**src/rtl/fifo_pop_ctrl.sv**
```systemverilog
// Read-side controller for a push/pop FIFO: issues pops under a credit limit,
// absorbs the fixed read latency in a skid buffer, and drives a valid/ready output.
module fifo_pop_ctrl #(
    parameter int data_width = 10,
    parameter int rd_latency = 2,
    parameter int skid_depth = 4,
    parameter int flag_lag   = 2
) (
    input  logic                  clk,
    input  logic                  reset,
    input  logic                  enable,
    input  logic                  empty_fifo,
    input  logic                  almost_empty_fifo,
    input  logic [data_width-1:0] FIFO_data_out,
    output logic                  pop,
    output logic [data_width-1:0] out_data,
    output logic                  out_valid,
    input  logic                  out_ready,
    output logic                  drained
);

    localparam int ptr_w  = (skid_depth > 1) ? $clog2(skid_depth) : 1;
    localparam int cnt_w  = $clog2(skid_depth + 1);
    localparam int out_w  = $clog2(skid_depth + rd_latency + 1);
    localparam int wait_w = 3;

    typedef enum logic [1:0] {
        ST_IDLE   = 2'd0,
        ST_STREAM = 2'd1,
        ST_WAIT   = 2'd2
    } state_t;

    state_t                state_q, state_d;
    logic [rd_latency-1:0] inflight_q, inflight_d;
    logic [ptr_w-1:0]      wr_ptr_q, wr_ptr_d;
    logic [ptr_w-1:0]      rd_ptr_q, rd_ptr_d;
    logic [cnt_w-1:0]      count_q, count_d;
    logic [wait_w-1:0]     wait_q, wait_d;
    logic                  drained_q, drained_d;
    logic [data_width-1:0] mem_q [skid_depth];
    logic [data_width-1:0] mem_d [skid_depth];

    logic [out_w-1:0]      inflight_ones_s;
    logic [out_w-1:0]      outstanding_s;
    logic                  credit_s;
    logic                  ok_s;
    logic                  pop_s;
    logic                  capture_s;
    logic                  xfer_s;

    // Credit: every word already requested must have a guaranteed skid slot.
    always_comb begin
        inflight_ones_s = '0;
        for (int i = 0; i < rd_latency; i++) begin
            inflight_ones_s = inflight_ones_s + out_w'(inflight_q[i]);
        end
        outstanding_s = inflight_ones_s + out_w'(count_q);
        credit_s      = (outstanding_s < out_w'(skid_depth));
        ok_s          = enable & ~empty_fifo & credit_s;
    end

    // Pop FSM: the WAIT dwell lets lagging FIFO flags catch up with the last pops.
    always_comb begin
        state_d = state_q;
        wait_d  = wait_q;
        pop_s   = 1'b0;
        case (state_q)
            ST_IDLE: begin
                if (ok_s) begin
                    pop_s = 1'b1;
                    if (almost_empty_fifo) begin
                        state_d = ST_WAIT;
                        wait_d  = wait_w'(flag_lag);
                    end else begin
                        state_d = ST_STREAM;
                    end
                end else begin
                    state_d = ST_IDLE;
                end
            end
            ST_STREAM: begin
                if (ok_s) begin
                    pop_s = 1'b1;
                    if (almost_empty_fifo) begin
                        state_d = ST_WAIT;
                        wait_d  = wait_w'(flag_lag);
                    end else begin
                        state_d = ST_STREAM;
                    end
                end else begin
                    state_d = ST_WAIT;
                    wait_d  = wait_w'(flag_lag);
                end
            end
            ST_WAIT: begin
                if (wait_q <= wait_w'(1)) begin
                    state_d = ST_IDLE;
                    wait_d  = '0;
                end else begin
                    wait_d  = wait_q - wait_w'(1);
                end
            end
            default: begin
                state_d = ST_IDLE;
                wait_d  = '0;
            end
        endcase
    end

    // In-flight pipeline and skid buffer bookkeeping.
    always_comb begin
        inflight_d = rd_latency'({inflight_q, pop_s});
        capture_s  = inflight_q[rd_latency-1];
        xfer_s     = (count_q != '0) & out_ready;
        mem_d      = mem_q;
        if (capture_s) begin
            mem_d[wr_ptr_q] = FIFO_data_out;
            wr_ptr_d        = wr_ptr_q + ptr_w'(1);
        end else begin
            wr_ptr_d        = wr_ptr_q;
        end
        if (xfer_s) begin
            rd_ptr_d = rd_ptr_q + ptr_w'(1);
        end else begin
            rd_ptr_d = rd_ptr_q;
        end
        case ({capture_s, xfer_s})
            2'b10:   count_d = count_q + cnt_w'(1);
            2'b01:   count_d = count_q - cnt_w'(1);
            default: count_d = count_q;
        endcase
        drained_d = (state_d == ST_IDLE) && (inflight_d == '0) && (count_d == '0);
    end

    // State registers; reset discards any partially read words.
    always_ff @(posedge clk or negedge reset) begin
        if (!reset) begin
            state_q    <= ST_IDLE;
            inflight_q <= '0;
            wr_ptr_q   <= '0;
            rd_ptr_q   <= '0;
            count_q    <= '0;
            wait_q     <= '0;
            drained_q  <= 1'b1;
            for (int i = 0; i < skid_depth; i++) begin
                mem_q[i] <= '0;
            end
        end else begin
            state_q    <= state_d;
            inflight_q <= inflight_d;
            wr_ptr_q   <= wr_ptr_d;
            rd_ptr_q   <= rd_ptr_d;
            count_q    <= count_d;
            wait_q     <= wait_d;
            drained_q  <= drained_d;
            mem_q      <= mem_d;
        end
    end

    // Pop is gated by reset so it clears the moment reset asserts.
    assign pop       = pop_s & reset;
    assign out_valid = (count_q != '0);
    assign out_data  = out_valid ? mem_q[rd_ptr_q] : '0;
    assign drained   = drained_q;

endmodule
```
**config.mk**
```make
export PLATFORM = sky130hd
export DESIGN_NAME = fifo_pop_ctrl
export DESIGN_NICKNAME = d
export VERILOG_FILES = /design/src/rtl/fifo_pop_ctrl.sv
export SDC_FILE = /design/constraint.sdc
export NUM_CORES = 1
export LEC_CHECK = 0
export CAP_MARGIN = 10
export CORE_MARGIN = 8
export CORE_UTILIZATION = 41
export DETAILED_ROUTE_END_ITERATION = 16
export GPL_TIMING_DRIVEN = 1
export MAX_ROUTING_LAYER = met4
export PLACE_DENSITY = 0.65
export SLEW_MARGIN = 20
export SYNTH_ARGS = -nofsm -noshare
export SYNTH_HDL_FRONTEND = slang
export SYNTH_SLANG_ARGS = --single-unit
```
**constraint.sdc**
```tcl
create_clock -name clk -period 2.9 [get_ports clk]
set_input_delay 0.29 -clock clk [delete_from_list [all_inputs] [get_ports clk]]
set_output_delay 0.29 -clock clk [all_outputs]
set_load 0.01 [all_outputs]
```
==> results of run 1 <==
-- per-layer routing --
| metal | part of all wire | track usage |
|---|---|---|
| met5 | 0 | - |
| met4 | 0.017 | 0.04497 |
| met3 | 0.054 | 0.03556 |
| met2 | 0.45 | 0.1734 |
| met1 | 0.48 | 0.1523 |
-- power by group --
part	internal, mW	leakage (nW)	switching [mW]
combinational	1.03	0.623	0.627
sequential	1.14	0.650	0.261
clock	0.280	0.0612	0.247
total	2.46	1.33	1.13
-- through the flow --
stage,instance area (µm²),hold slack [ns],worst slack (ns),util,std cells
3_3_place_gp,3038,0.4026,0.3697,0.4812,296
6_report,3173,0.1260,0.1380,0.5026,307
3_5_place_dp,3038,0.3995,0.3125,0.4812,296
4_1_cts,3156,0.1660,0.07975,0.4998,304
2_1_floorplan,2670,-0.005591,0.4923,-,193
5_1_grt,3173,0.1959,-0.004855,0.5026,307
-- layout make-up --
class,count,area (µm²),share of cell area
repair buffers,34,320.3,0.1009
multi-input cells,123,1225,0.3860
flip-flops and latches,55,1378,0.4341
clock buffers,6,82.58,0.02603
well taps,77,96.34,0.03036
diodes,1,2.502,0.0007886
inverters,9,33.78,0.01065
clock inverters,2,35.03,0.01104
-- timing repair --
action / in CTS / in global routing
resized for setup: 0 / 0
buffers inserted: 0 / 2
endpoints found under the setup margin: 0 / 1
-- cells by family after synthesis --
| kind of cell | after synthesis | synth area share |
|---|---|---|
| fa+ha+maj | 9 | 0.04499 |
| flops | 55 | 0.5159 |
| xor+xnor | 6 | 0.01968 |
| compound gates | 20 | 0.06280 |
| simple gates | 38 | 0.07826 |
| buf+inv | 15 | 0.02530 |
| mux | 50 | 0.2530 |
-- worst max-delay path, cell delays in order, from the launching register on --
cell	delay (ns)
dfrtp_1	0.44
ha_1	0.30
a21o_1	0.24
a211oi_4	0.30
nor2_1	0.12
nor3b_1	0.20
clkdlybuf4s50_1	0.57
-- flip-flops by register name (all words and copies together), names as in the netlist --
register / flops
count_q: 3
drained: 1
inflight_q: 2
mem_q: 40
rd_ptr_q: 2
state_q: 2
wait_q: 3
wr_ptr_q: 2
-- cell usage in the layout (no fill, tap or decap), types with 3 or more instances in the layout --
cell type / netlist / final
nand2_1: 7 / 7
buf_4: 0 / 6
xor2_1: 4 / 4
nand2b_1: 3 / 3
mux2_2: 40 / 40
nor2_1: 5 / 5
mux4_2: 10 / 10
nor3_1: 3 / 3
o21ai_0: 4 / 4
dfrtp_1: 54 / 54
inv_1: 9 / 9
ha_1: 8 / 8
and2_1: 13 / 13
clkbuf_8: 0 / 6
clkdlybuf4s50_1: 0 / 27
-- worst paths after layout --
| kind | endpoint | slack, ns |
|---|---|---|
| setup / recovery | pop | 0.14 |
| setup reg to reg | drained$_DFF_PN1_ | 0.37 |
| min in group clk | inflight_q[1]$_DFF_PN0_ | 0.43 |
| hold / removal | rd_ptr_q[0]$_DFFE_PN0N_ | 0.13 |
| hold reg to reg | inflight_q[1]$_DFF_PN0_ | 0.43 |
| max in group asynchronous | wait_q[1]$_DFFE_PN0P_ | 2.30 |
==> impl_metrics.env, run 1 <==
export IMPL_final_fill_count=562
export IMPL_syn_num_nets=218
export IMPL_cellLeakagePower_nw=1.334
export IMPL_dr_pass1_iters=4
export IMPL_finalCritPeriodShare=0.9524
export IMPL_insertion_delay_ns=0.31
export IMPL_async_flop_share=1.000
export IMPL_gp_congestion=0.7750
export IMPL_gr_total_overflow=0
export IMPL_timing_fmax_mhz=362.1
export IMPL_end_kind="primary output"
export IMPL_die_w_um=96.70
export IMPL_yosysMostFrequentCell="dfrtp_1"
export IMPL_postRouteAntennaNets=0
export IMPL_start_kind="flip-flop"
export IMPL_synth_top_cells_by_area="dfrtp_1 (51%), mux2_2 (17%), mux4_2 (8.4%)"
export IMPL_io_buffers=28
export IMPL_areaGrowthSynthToFinish_pct=18.84
export IMPL_drive_above_1_share=0.3057
export IMPL_htree_levels=2
export IMPL_critical_path_max_fanout=5
export IMPL_core_area_um2=6314
export IMPL_crit_arrival_ns=2.47
export IMPL_hold_buffers=0
export IMPL_r2r_start="count_q[1]$_DFF_PN0_"
export IMPL_antenna_found_initial=1
export IMPL_clockBufferDepth=2
export IMPL_irDropWorstVdd_mv=0.6560
export IMPL_rr_worst_depth=9
export IMPL_vias_per_cell=5.319
export IMPL_finalClockSkew_ns=0.004490
export IMPL_cts_tree="done"
export IMPL_clock_tree_root_cell="clkbuf_8"
export IMPL_drc_errors=0
export IMPL_nets=253
export IMPL_drt_iter0_drc=23
export IMPL_grt_first_pass_wirelength_mm=8.942
export IMPL_io_pins=29
export IMPL_cts_sinks=55
export IMPL_hp_class="primary input to async pin"
export IMPL_synth_edff_count=0
export IMPL_synth_top_area_share=0.5061
export IMPL_cellPowerDensity_nw_per_um2=1133
export IMPL_grt_max_degree=56
export IMPL_drv_cap=0
export IMPL_grt_usage=0.1191
export IMPL_ys_seq_area_frac=0.5159
export IMPL_hold_viol_final=0
export IMPL_synth_commonest_cells="dfrtp_1 (54), mux2_2 (40), and2_1 (13), mux4_2 (10), inv_1 (9)"
export IMPL_vias=1633
export IMPL_period_needed_ns=2.762
export IMPL_avgSynthCellArea_um2=13.83
export IMPL_synth_area_um2=2670
export IMPL_fin_setup_tns_ns=0
export IMPL_startpoint="count_q[0]$_DFF_PN0_"
export IMPL_total_power_mw=3.594
export IMPL_synthCells=193
export IMPL_grt_pass1_vias=1698
export IMPL_final_max_slew_viol_count=0
export IMPL_die_area_um2=9351
export IMPL_clk_pin_slew_ns=0.09
export IMPL_ys_flop_type="dfrtp_1"
export IMPL_wl_mm=5.060
export IMPL_rows=29
export IMPL_yosys_warnings=0
export IMPL_worstPathRequired_ns=2.61
export IMPL_finalSetupViolations=0
export IMPL_yosys_area_top_type="dfrtp_1"
export IMPL_status="complete, no violations"
export IMPL_worstMarginPinSlew_ns=0.6970
export IMPL_place_hpwl_mm=3.526
export IMPL_ys_ff_latch=55
export IMPL_die_y_um=96.70
export IMPL_cts_buffers_inserted=5
export IMPL_slew_headroom=0.5353
export IMPL_initial_utilization=0.4229
export IMPL_path_class="flip-flop to primary output"
export IMPL_detail_route_wl_per_cell_um=16.48
export IMPL_synthDistinctLibCells=38
No activity file was read; power rests on OpenSTA's default activity.
==> run 2: changes to the inputs <==
--- a/config.mk
+++ b/config.mk
@@ -6,12 +6,14 @@
 export NUM_CORES = 1
 export LEC_CHECK = 0
 export CAP_MARGIN = 10
+export CORE_ASPECT_RATIO = 1.2
 export CORE_MARGIN = 8
 export CORE_UTILIZATION = 41
 export DETAILED_ROUTE_END_ITERATION = 16
 export GPL_TIMING_DRIVEN = 1
 export MAX_ROUTING_LAYER = met4
 export PLACE_DENSITY = 0.65
+export RECOVER_POWER = 100
 export SLEW_MARGIN = 20
 export SYNTH_ARGS = -nofsm -noshare
 export SYNTH_HDL_FRONTEND = slang
==> run 2 against run 1 <==
Compared with the run above: critical endpoint unchanged; final area is 1.7% lower; sequential cell count stayed put; fmax increased by 2.8%; routed wire length shrank 2.3%; global-route usage increased by 0.30 points; critical path type unchanged; clock-buffer cell count rose by 2; combinational power shrank 5%; first-iteration DRC count grew to 4.1 times the previous value; highest routed layer unchanged; utilization fell by 1.3 points; non-clock buffer count fell by 2.
==> impl_metrics.env, run 2 (synthesized netlist as in run 1, its figures left out) <==
export IMPL_period_needed_ns=2.686
export IMPL_die_area_um2=9361
export IMPL_clk_pin_slew_ns=0.09
export IMPL_vias=1609
export IMPL_post_route_util=0.4898
export IMPL_final_cell_mix="dfrtp_1 (54), mux2_2 (40), clkdlybuf4s50_1 (25)"
export IMPL_cts_sinks=55
export IMPL_whs_ns=0.4207
export IMPL_num_antenna_cells=0
export IMPL_finalNonFillerCells=312
export IMPL_areaGrowthSynthToFinish_pct=16.78
export IMPL_postRouteAntennaNets=0
export IMPL_end_kind="primary output"
export IMPL_p_sw_mw=1.107
export IMPL_rows=32
export IMPL_p_sw_frac=0.3222
export IMPL_p_int_mw=2.329
export IMPL_r2r_start="count_q[2]$_DFF_PN0_"
export IMPL_drt_iter0_drc=94
export IMPL_combPwrFrac=0.459
export IMPL_fin_setup_tns_ns=0
export IMPL_hold_start="inflight_q[0]$_DFF_PN0_"
export IMPL_seq_power_share=0.423
export IMPL_cts_buffers_inserted=5
export IMPL_clock_tree_root_cell="clkbuf_8"
export IMPL_min_to="inflight_q[1]$_DFF_PN0_"
export IMPL_io_buffers=28
export IMPL_drive_above_1_share=0.2731
export IMPL_start_kind="flip-flop"
export IMPL_grt_usage=0.1221
export IMPL_gp_congestion=0.8529
export IMPL_worstMarginPinSlew_ns=1.363
export IMPL_place_area_um2=3040
export IMPL_drc_errors=0
export IMPL_worstPathRequired_ns=2.61
export IMPL_grt_max_degree=56
export IMPL_clockBufferDepth=2
export IMPL_nets=251
export IMPL_reg2reg_slack_ns=0.30
export IMPL_cts_tree="done"
export IMPL_status="complete, no violations"
export IMPL_core_area_um2=6366
export IMPL_finalCritPeriodShare=0.9261
export IMPL_critical_path_max_fanout=5
export IMPL_detail_route_wl_per_cell_um=15.84
export IMPL_die_w_um=89.67
export IMPL_initial_utilization=0.4194
export IMPL_regMostFlops="mem_q"
export IMPL_path_class="flip-flop to primary output"
export IMPL_finalClockSkew_ns=0.004948
export IMPL_hold_buffers=0
export IMPL_slew_headroom=0.09154
export IMPL_hp_class="flip-flop to flip-flop"
export IMPL_cellPowerDensity_nw_per_um2=1102
export IMPL_io_pins=29
export IMPL_min_path_cells=0
export IMPL_wl_mm=4.943
export IMPL_grt_pass1_vias=1756
export IMPL_cellLeakagePower_nw=1.294
export IMPL_total_power_mw=3.436
export IMPL_crit_arrival_ns=2.40
export IMPL_gr_total_overflow=0
export IMPL_final_max_slew_viol_count=0
export IMPL_dp_slack_ns=0.2880
export IMPL_vias_per_cell=5.157
export IMPL_irDropWorstVdd_mv=0.6441
export IMPL_largest_reg_flops=40
export IMPL_htree_levels=2
export IMPL_rsz0062_at_grt="false"
export IMPL_fin_area_um2=3118
export IMPL_dr_pass1_iters=4
export IMPL_antenna_found_initial=0
export IMPL_ctsResizeCount=0
export IMPL_finalSetupViolations=0
export IMPL_timing_fmax_mhz=372.4
export IMPL_r2r_end="drained$_DFF_PN1_"
export IMPL_power_frac_clock=0.118
export IMPL_rr_worst_depth=9
export IMPL_place_hpwl_mm=3.384
export IMPL_drv_cap=0
export IMPL_die_y_um=104.4
export IMPL_grt_first_pass_wirelength_mm=8.535
export IMPL_insertion_delay_ns=0.30
export IMPL_post_place_cells=303
export IMPL_top_regs="mem_q (40), count_q (3), wait_q (3)"
export IMPL_postLayoutSetupSlackWorst_ns=0.2144
export IMPL_layout_commonest_cell="dfrtp_1"
export IMPL_hold_viol_final=0
[run 2: cell count changes in the layout (fill, tap and decap cells not counted)]
cell / before / now
dlygate4sd3_1: 0 / 2
and4_1: 0 / 1
and2_0: 0 / 1
clkdlybuf4s50_1: 27 / 25
and2_1: 13 / 12
clkbuf_1: 0 / 5
clkinv_2: 1 / 0
buf_4: 6 / 2
clkbuf_2: 0 / 1
buf_2: 1 / 0
and4_4: 1 / 0
diode_2: 1 / 0
clkbuf_8: 6 / 5
bufinv_16: 1 / 0
[run 2: how the worst max path moves through the flow]
stage	from	to
after floorplan	count_q[2]$_DFF_PN0_	drained$_DFF_PN1_
after CTS	count_q[0]$_DFF_PN0_	pop
after global routing	count_q[0]$_DFF_PN0_	pop
after global placement	out_ready	drained$_DFF_PN1_
final	count_q[0]$_DFF_PN0_	pop
after detailed placement	out_ready	drained$_DFF_PN1_
[run 2: area by class of cell]
class / count / area (µm²)
clock buffers: 8 / 80.08
repair buffers: 32 / 297.8
inverters: 9 / 33.78
well taps: 85 / 106.4
multi-input cells: 123 / 1222
fillers: 560 / 3248
flip-flops and latches: 55 / 1378
[run 2: layer usage]
layer | global-route usage | vias up | part of all wire
li1 | - | 761 | -
met1 | 0.1501 | 818 | 0.45
met2 | 0.1928 | 25 | 0.50
met3 | 0.02292 | 5 | 0.042
met4 | 0.04291 | 0 | 0.012
met5 | - | - | 0
[run 2: timing repair]
item	in CTS	in global routing
setup endpoints to repair	0	1
setup buffers	0	1
endpoints found under the hold margin	0	0
[run 2: power by group through the flow]
stage | clock [mW] | sequential (mW) | combinational [mW]
2_1_floorplan | 0 | 1.30 | 1.19
3_3_place_gp | 0 | 1.47 | 1.58
3_5_place_dp | 0 | 1.48 | 1.61
4_1_cts | 0.420 | 1.46 | 1.61
5_1_grt | 0.441 | 1.52 | 1.75
6_report | 0.405 | 1.45 | 1.58
[run 2: critical path, cell delays in order, from the launching register on]
cell	delay [ns]
dfrtp_1	0.45
ha_1	0.29
a21o_1	0.19
and4_1	0.31
nor2_1	0.09
nor3b_1	0.20
clkdlybuf4s50_1	0.56
